## src/rtl/div_exec_unit.sv

```systemverilog
// Iterative RV32M divider (DIV/DIVU/REM/REMU) with a fixed grant-to-result latency.
// Restoring division resolves BITS_PER_CYCLE quotient bits per cycle; sign fix-up and special cases are applied on the final edge.
module div_exec_unit #(
  parameter int XLEN           = 32,
  parameter int BITS_PER_CYCLE = 7,
  parameter int ITER           = 5,
  parameter int DIV_LATENCY    = 6
) (
  input  logic            clk,
  input  logic            rst,
  input  logic            q_valid,
  input  logic [1:0]      q_op,
  input  logic [XLEN-1:0] q_rs1,
  input  logic [XLEN-1:0] q_rs2,
  input  logic [5:0]      q_tag,
  input  logic            grant,
  output logic            div_ready,
  output logic            div_busy,
  output logic [XLEN-1:0] div_result,
  output logic [5:0]      div_tag
);

  localparam int CNT_W      = (ITER > 1) ? $clog2(ITER) : 1;
  localparam int LAST_STEPS = XLEN - (ITER - 1) * BITS_PER_CYCLE;

  if (ITER != (XLEN + BITS_PER_CYCLE - 1) / BITS_PER_CYCLE) begin : g_bad_iter
    $error("div_exec_unit: ITER must equal ceil(XLEN/BITS_PER_CYCLE)");
  end
  if (DIV_LATENCY != 6 || DIV_LATENCY != ITER + 1) begin : g_bad_lat
    $error("div_exec_unit: DIV_LATENCY must be 6 and equal ITER+1");
  end

  typedef enum logic {IDLE = 1'b0, CALC = 1'b1} state_t;

  function automatic logic [XLEN-1:0] abs_val(input logic [XLEN-1:0] v, input logic sgn);
    return (sgn && v[XLEN-1]) ? -v : v;
  endfunction

  function automatic logic [XLEN-1:0] neg_if(input logic [XLEN-1:0] v, input logic neg);
    return neg ? -v : v;
  endfunction

  state_t            state_q, state_d;
  logic [CNT_W-1:0]  iter_cnt_q, iter_cnt_d;
  logic [1:0]        op_q;
  logic [5:0]        tag_q;
  logic [XLEN-1:0]   quo_q, dvs_q, rem_q;
  logic              qsign_q, rsign_q, div0_q, ovf_q;
  logic [XLEN-1:0]   div_result_q, div_tag_q_unused;
  logic [5:0]        div_tag_q;

  logic              start, last, sgn_op;
  logic [XLEN:0]     rem_w;
  logic [XLEN-1:0]   quo_w, res_w, quo_fix, rem_fix;
  logic signed [XLEN-1:0] int_min;
  int                steps_w;

  assign div_tag_q_unused = '0;
  assign int_min = {1'b1, {(XLEN-1){1'b0}}};
  assign start   = grant & q_valid & ~div_busy;
  assign last    = (state_q == CALC) && (iter_cnt_q == CNT_W'(ITER - 1));
  assign sgn_op  = ~q_op[0];

  always_ff @(posedge clk or posedge rst) begin
    if (rst) begin
      state_q    <= IDLE;
      iter_cnt_q <= '0;
    end else begin
      state_q    <= state_d;
      iter_cnt_q <= iter_cnt_d;
    end
  end

  always_comb begin
    state_d    = state_q;
    iter_cnt_d = iter_cnt_q;
    case (state_q)
      IDLE: if (start) begin
        state_d    = CALC;
        iter_cnt_d = '0;
      end
      CALC: if (last) begin
        state_d    = IDLE;
        iter_cnt_d = '0;
      end else begin
        iter_cnt_d = iter_cnt_q + 1'b1;
      end
      default: state_d = IDLE;
    endcase
  end

  always_comb begin
    div_busy = (state_q == CALC);
  end

  // Restoring steps for this cycle: quotient bits shift into quo as dividend bits shift out MSB first.
  always_comb begin
    steps_w = last ? LAST_STEPS : BITS_PER_CYCLE;
    rem_w   = {1'b0, rem_q};
    quo_w   = quo_q;
    for (int k = 0; k < BITS_PER_CYCLE; k++) begin
      if (k < steps_w) begin
        rem_w = {rem_w[XLEN-1:0], quo_w[XLEN-1]};
        quo_w = {quo_w[XLEN-2:0], 1'b0};
        if (rem_w >= {1'b0, dvs_q}) begin
          rem_w    = rem_w - {1'b0, dvs_q};
          quo_w[0] = 1'b1;
        end
      end
    end
  end

  always_comb begin
    quo_fix = div0_q ? '1 : neg_if(quo_w, qsign_q);
    rem_fix = neg_if(rem_w[XLEN-1:0], rsign_q);
    if (ovf_q) begin
      quo_fix = int_min;
      rem_fix = '0;
    end
    res_w = op_q[1] ? rem_fix : quo_fix;
  end

  always_ff @(posedge clk or posedge rst) begin
    if (rst) begin
      op_q         <= '0;
      tag_q        <= '0;
      quo_q        <= '0;
      dvs_q        <= '0;
      rem_q        <= '0;
      qsign_q      <= 1'b0;
      rsign_q      <= 1'b0;
      div0_q       <= 1'b0;
      ovf_q        <= 1'b0;
      div_result_q <= '0;
      div_tag_q    <= '0;
    end else if (start) begin
      op_q    <= q_op;
      tag_q   <= q_tag;
      quo_q   <= abs_val(q_rs1, sgn_op);
      dvs_q   <= abs_val(q_rs2, sgn_op);
      rem_q   <= '0;
      qsign_q <= sgn_op & (q_rs1[XLEN-1] ^ q_rs2[XLEN-1]);
      rsign_q <= sgn_op & q_rs1[XLEN-1];
      div0_q  <= (q_rs2 == '0);
      ovf_q   <= sgn_op && (q_rs1 == int_min) && (q_rs2 == '1);
    end else if (state_q == CALC) begin
      quo_q <= quo_w;
      rem_q <= rem_w[XLEN-1:0];
      if (last) begin
        div_result_q <= res_w;
        div_tag_q    <= tag_q;
      end
    end
  end

  assign div_ready  = q_valid;
  assign div_result = div_result_q | div_tag_q_unused;
  assign div_tag    = div_tag_q;

endmodule

```

## config.mk

```make
export PLATFORM = sky130hd
export DESIGN_NAME = div_exec_unit
export DESIGN_NICKNAME = d
export VERILOG_FILES = /design/src/rtl/div_exec_unit.sv
export SDC_FILE = /design/constraint.sdc
export NUM_CORES = 1
export LEC_CHECK = 0
export ABC_AREA = 1
export BUFFER_PORTS_ARGS = -buffer_cell sky130_fd_sc_hd__buf_2
export CORE_MARGIN = 3
export CORE_UTILIZATION = 35
export CTS_CLUSTER_DIAMETER = 80
export DETAILED_ROUTE_END_ITERATION = 8
export MAX_ROUTING_LAYER = met4
export PLACE_DENSITY = 0.6
export SLEW_MARGIN = 10
export SYNTH_ARGS = -nofsm -noshare
export SYNTH_HDL_FRONTEND = slang
export SYNTH_SLANG_ARGS = --single-unit
export TNS_END_PERCENT = 100
```

## constraint.sdc

```tcl
create_clock -name clk -period 24.7 [get_ports clk]
set_clock_uncertainty 0.15 [all_clocks]
set_input_delay 1.235 -clock clk [delete_from_list [all_inputs] [get_ports clk]]
set_output_delay 1.235 -clock clk [all_outputs]
set_load 0.01 [all_outputs]
```

Yosys cells after proc, flatten, opt, wreduce, memory -nomap -nowiden. Index checks and enable logic that the tools add are counted.

$add $sub $neg: 12. $lt $le $gt $ge: 14. Equal/unequal tests: 4. Mux-type cells: 47. Bitwise logic cells: 8. Reductions and logical operators: 8.

Operators with widths (count): 32-bit 2-to-1 mux (33); 33-bit by 32-bit >= comparator with 1-bit output (7); 32-bit subtractor (7); 32-bit negation (4); 32-bit == test (second input constant) (2); 32-bit zero test (1); 3-bit less-than comparator (first input constant) (3); 1-bit 2-to-1 mux (9); 1-bit by 3-bit less-than comparator with 1-bit output (first input constant) (2); 2-bit by 3-bit less-than comparator with 1-bit output (first input constant) (2); 3-bit 2-to-1 mux (2); 3-bit case mux with 2 select lines (1); 1-bit logical AND (5); 1-bit bitwise AND (4); 3-bit by 1-bit adder with 3-bit output (second input constant) (1); 3-bit == test (second input constant) (1); 1-bit NOT (3); 3-bit AND reduction (1); 2-bit 2-to-1 mux (1); 2-bit inequality test (second input constant) (1); 1-bit case mux with 2 select lines (1); 2-bit nonzero test (1); 1-bit XOR (1).

Flip-flop bits (word level): 150. Input bits: 76. Output and inout bits: 40. Logic and storage cells: 106.

Logic depth before layout (Yosys ltp). Gate-level depths: netlist of run 1.

Depth after elaboration: 28. Depth in mapped cells: 138. Mapped depth without buffers: 128.

Worst setup path before layout of run 1. OpenSTA, ideal clock, no wires.

Path kind: reg2reg. Start: reg dvs_q[1]. End: reg div_result_q[22] (netlist: div_result[22]). Setup time: 0.120 ns. Arrival: 17.061 ns. Data required time: 24.430 ns. Path slack: 7.368 ns. Stages on the path, launching flop included: 121. Path buffers: 11. Clock period less this slack: 17.332 ns. Path through: dfrtp_1 -> inv_1 -> ha_1 -> nand2_1 -> nor2_1 -> nand2_1 -> nor3_2 -> nand3_2 -> nand4_4 -> buf_2 -> buf_2 -> buf_2 -> nand3b_1 -> o21ai_0 -> ha_1 -> a21oi_1 -> inv_1 -> a21oi_1 -> [... 85 more ...] -> nand3b_1 -> or2_1 -> clkbuf_1 -> nand2_4 -> buf_6 -> o211ai_1 -> and2_1 -> inv_1 -> ha_1 -> inv_1 -> nor2_2 -> nand3_2 -> nor2_2 -> nand3_1 -> nand3_1 -> nand2_1 -> o21ai_1 -> nand2_1.

Cells in the longest elaborated chain, start to end: 26. Elaborated cells on any way between the ends: 50. Classes of those cells: add/sub: 9; order compare: 7; mux: 34.

Ends and longest elaborated chain: start: declaration (line 47) `logic [XLEN-1:0] quo_q, dvs_q, rem_q;`; start signal: assignment (line 140) `dvs_q <= abs_val(q_rs2, sgn_op);`; 32-bit subtractor or 33-bit by 32-bit >= comparator with 1-bit output (tied branches) (line 106, 105); 32-bit 2-to-1 mux (line 105) `if (rem_w >= {1'b0, dvs_q}) begin`; 32-bit 2-to-1 mux (line 102) `if (k < steps_w) begin`; 32-bit subtractor or 33-bit by 32-bit >= comparator with 1-bit output (tied branches) (line 106, 105); 32-bit 2-to-1 mux (line 105); 32-bit 2-to-1 mux (line 102); 32-bit subtractor or 33-bit by 32-bit >= comparator with 1-bit output (tied branches) (line 106, 105); 32-bit 2-to-1 mux (line 105); [... 10 more ...]; 33-bit by 32-bit >= comparator with 1-bit output (line 105); 1-bit 2-to-1 mux (line 105); 32-bit 2-to-1 mux (line 102); 32-bit negation (line 40) `return neg ? -v : v;`; 32-bit 2-to-1 mux (line 40); 32-bit 2-to-1 mux (line 114) `quo_fix = div0_q ? '1 : neg_if(quo_w, qsign_q);`; 32-bit 2-to-1 mux (line 116) `if (ovf_q) begin`; 32-bit 2-to-1 mux (*) (line 120) `res_w = op_q[1] ? rem_fix : quo_fix;`; end signal: assignment (line 150) `div_result_q <= res_w;`; end: declaration (line 49) `logic [XLEN-1:0] div_result_q, div_tag_q_unused;`.

Mark *: on every way between the ends. The rest lies on a longest branch, timed or not. A chain may end at the register's enable or synchronous reset.

Worst setup path in the final report of run 1.
Start: reg dvs_q[19]. End: reg div_result_q[18] (netlist: div_result[18]).

Same word-level chain as after synthesis.

==> results by stage, run 1 <==
Place:
- The routability congestion estimate from global placement is ~1.1.
- The worst setup timing slack at the placement stage is between 1 and 1.5 ns.
- The count of input and output buffers is about 120.
- The half-perimeter wire length of the detailed placement result is a little over 80 mm.

Synthesis:
- The most common cell in the synthesized netlist is sky130_fd_sc_hd__nand2_1.
- The largest total area in the synthesized netlist belongs to sky130_fd_sc_hd__nand2_1.
- Of the post-synthesis cell area, the dominant cell type holds 0.180.
- Synthesis handed over a netlist of slightly above 4000 instances.
- The number of enable flip-flop cells after synthesis is 0.
- The share of flip-flops with an asynchronous set or reset is 1.00.
- Yosys printed 0 warnings.
- The unique cell type count in the Yosys netlist is 64.
- The net count after synthesis is roughly 4400.
- The commonest register cell after synthesis is sky130_fd_sc_hd__dfrtp_1.
- Sorting the synthesized cells by area gives the leading types as sky130_fd_sc_hd__nand2_1 (18%), sky130_fd_sc_hd__dfrtp_1 (15%), sky130_fd_sc_hd__ha_1 (12%).
- The flop and latch count out of synthesis is ~150.
- The share of the Yosys chip area taken by registers is 0.151.
- In the synthesized netlist, the cells that appear most often are sky130_fd_sc_hd__nand2_1 (1185), sky130_fd_sc_hd__inv_1 (504), sky130_fd_sc_hd__o21ai_0 (429), sky130_fd_sc_hd__a21oi_1 (313), sky130_fd_sc_hd__nor2_1 (266).
- The summed instance area of the synthesized netlist is around 25000 um^2.
- The average cell area after synthesis is about 6.0 um^2.

Min path:
- The min-delay analysis places its worst path in the category reg -> reg.

Setup path:
- The sort of element at the end of the critical path is a flip-flop.
- Among cell families on the critical path, the largest total delay comes from compound AO/OA/AOI/OAI gates.
- The startpoint kind of the worst setup timing path is a flip-flop.
- At the worst endpoint, the arrival time is 22.76 ns.
- The cell type with the highest occurrence count on the critical path is sky130_fd_sc_hd__nand2_1.
- The number of buffers and inverters on the critical path is 12.
- In this run the worst path has a maximum fanout of 40.
- The cell type of the slowest stage on the worst timing path is sky130_fd_sc_hd__a221oi_4.
- The type of the worst setup path is reg -> reg.
- The largest single stage delay on the critical path is between 0.5 and 0.6 ns.
- The data required time of the worst path is approximately 25 ns.

Die:
- In this run the vertical extent of the chip is between 200 and 300 um.
- The site row count is 96.
- The chip width is ~270 um.
- The number of I/O pins is approximately 120.
- The area of the core is approximately 69000 um^2.
- The die outline area is 73700 um^2.
- The initial utilization of the core area, before any placement, comes to 0.356.

Clock network:
- Clock tree synthesis found a total of between 100 and 150 sinks.
- The clock slew seen by the registers of the worst setup and hold paths is 0.07 ns.
- The clock passes through at most 2 buffers.
- The total number of H-tree levels is 4.
- Clock tree synthesis selected as its root buffer the cell sky130_fd_sc_hd__clkbuf_16.
- TritonCTS built the clock tree.
- The clock latency on the worst-skew pair is 0.45 ns.
- The total clock buffers created by CTS is 17.
- The count of hold buffers inserted by post-cts repair is 0.

Global route:
- The initial antenna violation count is 3.
- The via count of the first global-routing pass is around 26000.
- Entering global routing, the biggest net connects around 100 pins.
- The first global-routing pass estimated around 150 mm of wire.
- Summed over all layers, the global routing overflow is 0.
- The overall track demand over capacity in global routing is 0.273.

Route:
- Wires add up to roughly 100 mm.
- Using the TritonRoute via totals, the vias-per-cell ratio works out to between 5 and 6.
- The number of routed nets with antenna violations is 0.
- For this run, the detailed router's first-pass iteration total came to 6.
- The DRC violation count after routing is 0.
- The average routed wire per standard cell is around 20 um.
- The total vias in the final route is around 28000.
- The first routing iteration left 2672 violations.

Run:
- Max-cap violations in this run came to 0.

STA:
- The maximum clock rate is 0.0444 GHz.
- Headroom to the max-slew limit came out at 0.358.
- The final count of hold timing violations is 0.
- Hold timing on the final database bottoms out at a slack of roughly 0.33 ns.
- At the pin with the least slew margin, the transition time is about 0.95 ns.
- The final max-slew violation count was 0.
- The clock period could shrink to 22.52 ns.
- The ratio of final minimum period to clock period is 0.912.
- Setup slack closes at 2.18 ns.
- Setup violations remaining at the end of the flow were counted as 0.

Cells and area:
- The growth of design area from synthesis to finish is 8.93%.
- The final design utilization is 0.388.
- The net total in the final layout is roughly 4500.
- Of the cells placed in the final design, the portion with a size suffix greater than 1 is 0.0680.

Outcome:
- The flow ran to the end, and the final reports show no timing, DRC or antenna violations.
==> final cells by class <==
cell class | instances | area [um^2]
Inverter | 525 | 1990
Tap cell | 931 | 1160
Antenna cell | 2 | 5.00
Clock buffer | 19 | 453
Timing Repair Buffer | 152 | 866
Fill cell | 7749 | 42300
Sequential cell | 149 | 3730
Multi-Input combinational cell | 3332 | 18500
Clock inverter | 13 | 136
==> layer usage <==
metal  track usage  vias up  part of all wire
met4         0.140        0             0.060
met5             -        -                 0
met1         0.360    13017              0.43
met3        0.0423      291             0.083
li1              -    13795                 -
met2         0.405     1218              0.42
==> cells by family after synthesis <==
group / count (synthesis) / synth area share
compound gates: 956 / 0.214
xor+xnor: 248 / 0.0881
fa+ha+maj: 237 / 0.122
buf+inv: 642 / 0.101
flops: 149 / 0.151
simple gates: 1889 / 0.323
==> state kept, by name (all words and copies together) (netlist names), 3 cells and up <==
name and cells:
dvs_q 32, div_result 32, div_tag 6, rem_q 32, tag_q 6, quo_q 32
iter_cnt_q 3
==> metrics by stage <==
step	cells	setup TNS, ns	area, um^2
after floorplan	4121	0	24700
after global placement	5082	0	26100
after detailed placement	5082	0	26100
after CTS	5114	0	26700
after global routing	5123	-0.0402	26900
final	5123	0	26900
==> worst paths after layout <==
check | slack, ns | endpoint | from | cells after the start
setup reg to reg | 2.18 | div_result[18]$_DFFE_PP0P_ | dvs_q[19]$_DFFE_PP0P_ | 115
max in group asynchronous | 22.29 | dvs_q[1]$_DFFE_PP0P_ | rst | 3
hold reg to reg | 0.33 | div_result[6]$_DFFE_PP0P_ | div_result[6]$_DFFE_PP0P_ | 2
hold / removal | 0.33 | div_result[6]$_DFFE_PP0P_ | div_result[6]$_DFFE_PP0P_ | 2
min in group asynchronous | 0.83 | tag_q[3]$_DFFE_PP0P_ | rst | 2
setup / recovery | 2.18 | div_result[18]$_DFFE_PP0P_ | dvs_q[19]$_DFFE_PP0P_ | 115
==> what timing repair did <==
item / 4_1_cts / 5_1_grt
setup buffers: 0 / 5
resized for setup: 0 / 18
endpoints found under the setup margin: 0 / 64
==> placed cells by master (no fill, tap or decap), types with 6 or more instances in the layout <==
master / instances
sky130_fd_sc_hd__nand3_2: 6
sky130_fd_sc_hd__a21o_1: 14
sky130_fd_sc_hd__clkinv_1: 7
sky130_fd_sc_hd__o21ai_1: 27
sky130_fd_sc_hd__nor2_1: 263
sky130_fd_sc_hd__o211ai_1: 14
sky130_fd_sc_hd__o21ai_0: 428
sky130_fd_sc_hd__a221oi_1: 6
sky130_fd_sc_hd__o221ai_1: 16
sky130_fd_sc_hd__inv_1: 499
sky130_fd_sc_hd__o21bai_1: 17
sky130_fd_sc_hd__ha_1: 230
sky130_fd_sc_hd__nand3_1: 210
sky130_fd_sc_hd__inv_6: 6
sky130_fd_sc_hd__or2_2: 14
sky130_fd_sc_hd__nor2_2: 18
sky130_fd_sc_hd__nand3b_1: 12
sky130_fd_sc_hd__xnor2_1: 106
sky130_fd_sc_hd__xor2_1: 142
sky130_fd_sc_hd__o22ai_1: 14
sky130_fd_sc_hd__a21boi_1: 14
sky130_fd_sc_hd__buf_4: 36
sky130_fd_sc_hd__o21ai_2: 6
sky130_fd_sc_hd__nand2_1: 1185
sky130_fd_sc_hd__nand4_1: 50
sky130_fd_sc_hd__inv_2: 14
sky130_fd_sc_hd__a21boi_0: 24
sky130_fd_sc_hd__o21a_1: 8
sky130_fd_sc_hd__a21oi_1: 313
sky130_fd_sc_hd__dfrtp_1: 148
sky130_fd_sc_hd__nand2_2: 14
sky130_fd_sc_hd__nor3_1: 72
sky130_fd_sc_hd__clkbuf_16: 17
sky130_fd_sc_hd__fa_1: 7
sky130_fd_sc_hd__nor2_4: 6
sky130_fd_sc_hd__buf_2: 115
sky130_fd_sc_hd__nor4_1: 19
sky130_fd_sc_hd__a31oi_1: 29
==> worst reg2reg max path: cells and delay by family, from the launching register on <==
family | cells | cell delay (ns)
adder cells (fa/ha/maj) | 8 | 2.96
buffers and inverters | 12 | 1.68
flip-flops | 1 | 0.40
XOR/XNOR | 1 | 0.13
AO/OA/AOI/OAI | 37 | 8.69
AND/OR/NAND/NOR | 57 | 8.45
Power of run 1 is not shown: default switching activity piles up to over one toggle a cycle in this logic, so the estimate is an artifact.
==> inputs of run 2 (changes only) <==
- ABC_AREA: 1 -> unset
==> run 2 against run 1 <==
- synthesized cell count fell by 14%
- routed wire length rose by 14%
- critical path depth fell by 18
- sequential share of layout area fell by 0.76 points
- cell area rose by 5.8%
- non-clock buffer count rose by 100
==> results by stage, run 2 <==
Global route:
- The via count of the first global-routing pass is around 26000.
- For this run, the total global-route usage over all layers was measured as 0.305.
- The global-route wire length before repair is 169 mm.
- The pin count of the biggest net entering global routing is 92.
- The remaining global-route overflow is 0.
- The initial antenna violation count was 2.

Synthesis:
- In the synthesized netlist, the number of instances is between 3000 and 4000.
- In the synthesized netlist, the cells that appear most often are sky130_fd_sc_hd__nand2_1 (455), sky130_fd_sc_hd__a21oi_1 (329), sky130_fd_sc_hd__o21ai_0 (297), sky130_fd_sc_hd__nor2_1 (273), sky130_fd_sc_hd__ha_1 (230).
- The number of warnings issued by yosys is 0.
- The top cell type by total area after synthesis is sky130_fd_sc_hd__dfrtp_1.
- In this run the mean area of a mapped cell was roughly 7.2 um^2.
- Synthesis inferred between 100 and 150 register bits.
- The portion of synthesized cell area occupied by the leading cell type is 0.147.
- After synthesis, the cell types taking the most area are sky130_fd_sc_hd__dfrtp_1 (15%), sky130_fd_sc_hd__ha_1 (11%), sky130_fd_sc_hd__nand2_1 (6.7%).
- The unique cell type count in the Yosys netlist is 113.
- The sequential fraction of the synthesis area is 0.147.
- After synthesis the cells add up to between 20000 and 30000 um^2.
- The commonest register cell after synthesis is sky130_fd_sc_hd__dfrtp_1.
- The number of enable flip-flop cells after synthesis is 0.
- The net count after synthesis is just under 4000.
- In the post-synthesis netlist, the cell with the most instances is sky130_fd_sc_hd__nand2_1.
- The share of flip-flops with an asynchronous set or reset is 1.00.

Clock network:
- The clock slew seen by the registers of the worst setup and hold paths is 0.07 ns.
- The total number of H-tree levels is 4.
- The clock latency on the worst-skew pair is 0.49 ns.
- The clock drives roughly 150 sinks.
- The largest buffer count on any clock path is 2.
- The total clock buffers created by CTS is 17.
- The root buffer cell chosen for the clock tree is sky130_fd_sc_hd__clkbuf_16.
- TritonCTS built the clock tree.

Die:
- After floorplanning, the core was sized to cover between 70000 and 80000 um^2.
- The number of I/O pins is 116.
- The die is 275 um tall.
- The chip width is ~280 um.
- The die outline area is ~76000 um^2.
- After floorplanning, the core was divided into 98 placement rows.
- The initial core utilization is 0.354.

STA:
- Based on the critical path, the design can be clocked at up to 0.0419 GHz.
- The transition at the pin with the smallest max-transition slack is 1.19 ns.
- The smallest clock period supported by the final layout is computed as approximately 24 ns.
- The setup slack of the critical path after layout is approximately 0.86 ns.
- The final-report setup violation count is 0.
- The final max-slew violation count is 0.
- The ratio of final minimum period to clock period is 0.965.
- Setup total negative slack on the finished layout was measured at 0 ns.
- The relative slew slack is 0.203.
- The final count of hold timing violations is 0.

Setup path:
- The data required time of the worst path is ~25 ns.
- The peak fanout along the critical path is 21.
- The endpoint of the lowest-slack register-to-register path is div_result[12]$_DFFE_PP0P_.
- The startpoint kind of the worst setup timing path is a flip-flop.
- The most critical setup path has its startpoint at dvs_q[15]$_DFFE_PP0P_.
- The sort of element at the end of the critical path is a flip-flop.
- In this run the critical register-to-register path is launched from dvs_q[15]$_DFFE_PP0P_.
- The delay contributed by the slowest stage of the critical path is around 0.57 ns.
- The critical path in this run is classified as reg -> reg.
- The setup check on the worst reg-to-reg path leaves a slack of about 0.86 ns.
- The cell type of the slowest stage on the worst timing path is sky130_fd_sc_hd__or4_1.
- Counting cells, the worst reg-to-reg path comes to between 90 and 100.
- At the worst endpoint, the arrival time is 24.11 ns.

Route:
- The average routed wire per standard cell is roughly 25 um.
- After detailed routing, the number of remaining DRC violations is 0.
- After the first detailed-routing iteration, the DRC count stood at approximately 3400.
- The total vias in the final route is 28761.
- The total iterations of the first detailed-routing run is 6.
- For this block, the routed nets add up to 116 mm of wire.
- Dividing the detail-routed via count by the number of cells gives between 6 and 7.
- The number of routed nets with antenna violations is 0.

Cells and area:
- Of the cells placed in the final design, the portion with a size suffix greater than 1 is 0.119.
- The growth of design area from synthesis to finish is 11.8%.
- After the last flow step, the layout net total stands at between 3000 and 4000.
- The post-route cell area is around 28000 um^2.
- Leaving out fill and tap cells, the most frequent cells in the layout are sky130_fd_sc_hd__nand2_1 (452), sky130_fd_sc_hd__a21oi_1 (325), sky130_fd_sc_hd__o21ai_0 (291).
- The library cell used most frequently in the layout, excluding fill and tap cells, is sky130_fd_sc_hd__nand2_1.
- The layout filler cell count is 7602.

Place:
- At the end of routability-driven placement, the weighted congestion stood at ~1.2.
- Prior to clock tree synthesis, the placed netlist has a worst setup slack of between 0.5 and 0.6 ns.
- The count of input and output buffers is 115.
- The post-placement cell area is approximately 28000 um^2.
- Detailed placement ended at an HPWL of 93.1 mm.

Min path:
- The number of instances on the worst hold path is 2.
- For hold timing, the worst endpoint is div_tag[0]$_DFFE_PP0P_.
- The classification of the worst-slack hold path is reg -> reg.
- The startpoint identified for the worst hold timing path is tag_q[0]$_DFFE_PP0P_.

Run:
- The tool flagged a number of max-cap violations equal to 0.

Outcome:
- The flow ran to the end, and the final reports show no timing, DRC or antenna violations.
[run 2: changes by cell type in the layout (fill, tap and decap cells not counted), moves of 47 or more]
cell,change
sky130_fd_sc_hd__xnor2_1,+57
sky130_fd_sc_hd__nand2_1,-733
sky130_fd_sc_hd__nand3_1,-131
sky130_fd_sc_hd__a211oi_1,+47
sky130_fd_sc_hd__o21ai_0,-137
sky130_fd_sc_hd__nor2b_1,+47
sky130_fd_sc_hd__inv_1,-367
sky130_fd_sc_hd__buf_4,+98
sky130_fd_sc_hd__mux2i_1,+81
sky130_fd_sc_hd__a21o_1,+90
[run 2: through the flow]
| stage | util | cells | hold slack, ns |
|---|---|---|---|
| finish | 0.396 | 4620 | 0.317 |
| global route | 0.396 | 4617 | 0.336 |
| CTS | 0.392 | 4604 | 0.319 |
| detailed placement | 0.384 | 4572 | 0.308 |
| global placement | 0.384 | 4572 | 0.295 |
| floorplan | - | 3539 | 0.289 |
[run 2: logic make-up (layout without fill, tap and decap cells)]
kind of cell,Yosys count,in the layout,synth area share
XOR/XNOR,275,275,0.0948
AND/OR/NAND/NOR,1236,1237,0.230
flip-flops,149,149,0.147
adder cells (fa/ha/maj),237,237,0.119
multiplexers,115,115,0.0466
buffers and inverters,298,423,0.0467
other,0,5,0
AO/OA/AOI/OAI,1229,1229,0.316
[run 2: how the worst max path moves through the flow]
stage	endpoint	slack [ns]	cells after the start
2_1_floorplan	div_result[12]$_DFFE_PP0P_	1.25	109
3_3_place_gp	div_result[12]$_DFFE_PP0P_	0.81	96
3_5_place_dp	div_result[31]$_DFFE_PP0P_	0.58	94
4_1_cts	div_result[20]$_DFFE_PP0P_	0.38	94
5_1_grt	div_result[12]$_DFFE_PP0P_	-0.05	100
6_report	div_result[12]$_DFFE_PP0P_	0.86	97
[run 2: metal layers]
layer	up-vias	part of all wire	GRT usage
met3	406	0.093	0.0686
li1	13288	-	-
met2	1492	0.43	0.451
met5	-	0	-
met4	0	0.074	0.182
met1	13575	0.41	0.379
[run 2: final cells by class]
cell class | instances | area, um^2 | area share
clock buffers | 17 | 425 | 0.0150
diodes | 5 | 12.5 | 0.000440
flip-flops and latches | 149 | 3730 | 0.131
repair buffers | 252 | 1630 | 0.0573
well taps | 950 | 1190 | 0.0418
clock inverters | 15 | 164 | 0.00577
multi-input cells | 3093 | 20700 | 0.730
inverters | 139 | 538 | 0.0189
[run 2: what timing repair did]
action | in CTS | in global routing
hold buffers | 0 | 0
gates resized for setup | 0 | 51
setup buffers | 0 | 10
setup endpoints to repair | 0 | 49
[run 2: critical path: cells and delay by family (launching register included)]
| family | cells | cell delay [ns] |
|---|---|---|
| AOI/OAI and AO/OA | 48 | 11.91 |
| muxes | 3 | 1.05 |
| adders and majority gates | 8 | 2.74 |
| DFF | 1 | 0.40 |
| buffers and inverters | 10 | 2.16 |
| and+or+nand+nor | 27 | 5.18 |
| xor gates and xnor gates | 1 | 0.12 |
Power of run 2 is left out for the same reason.
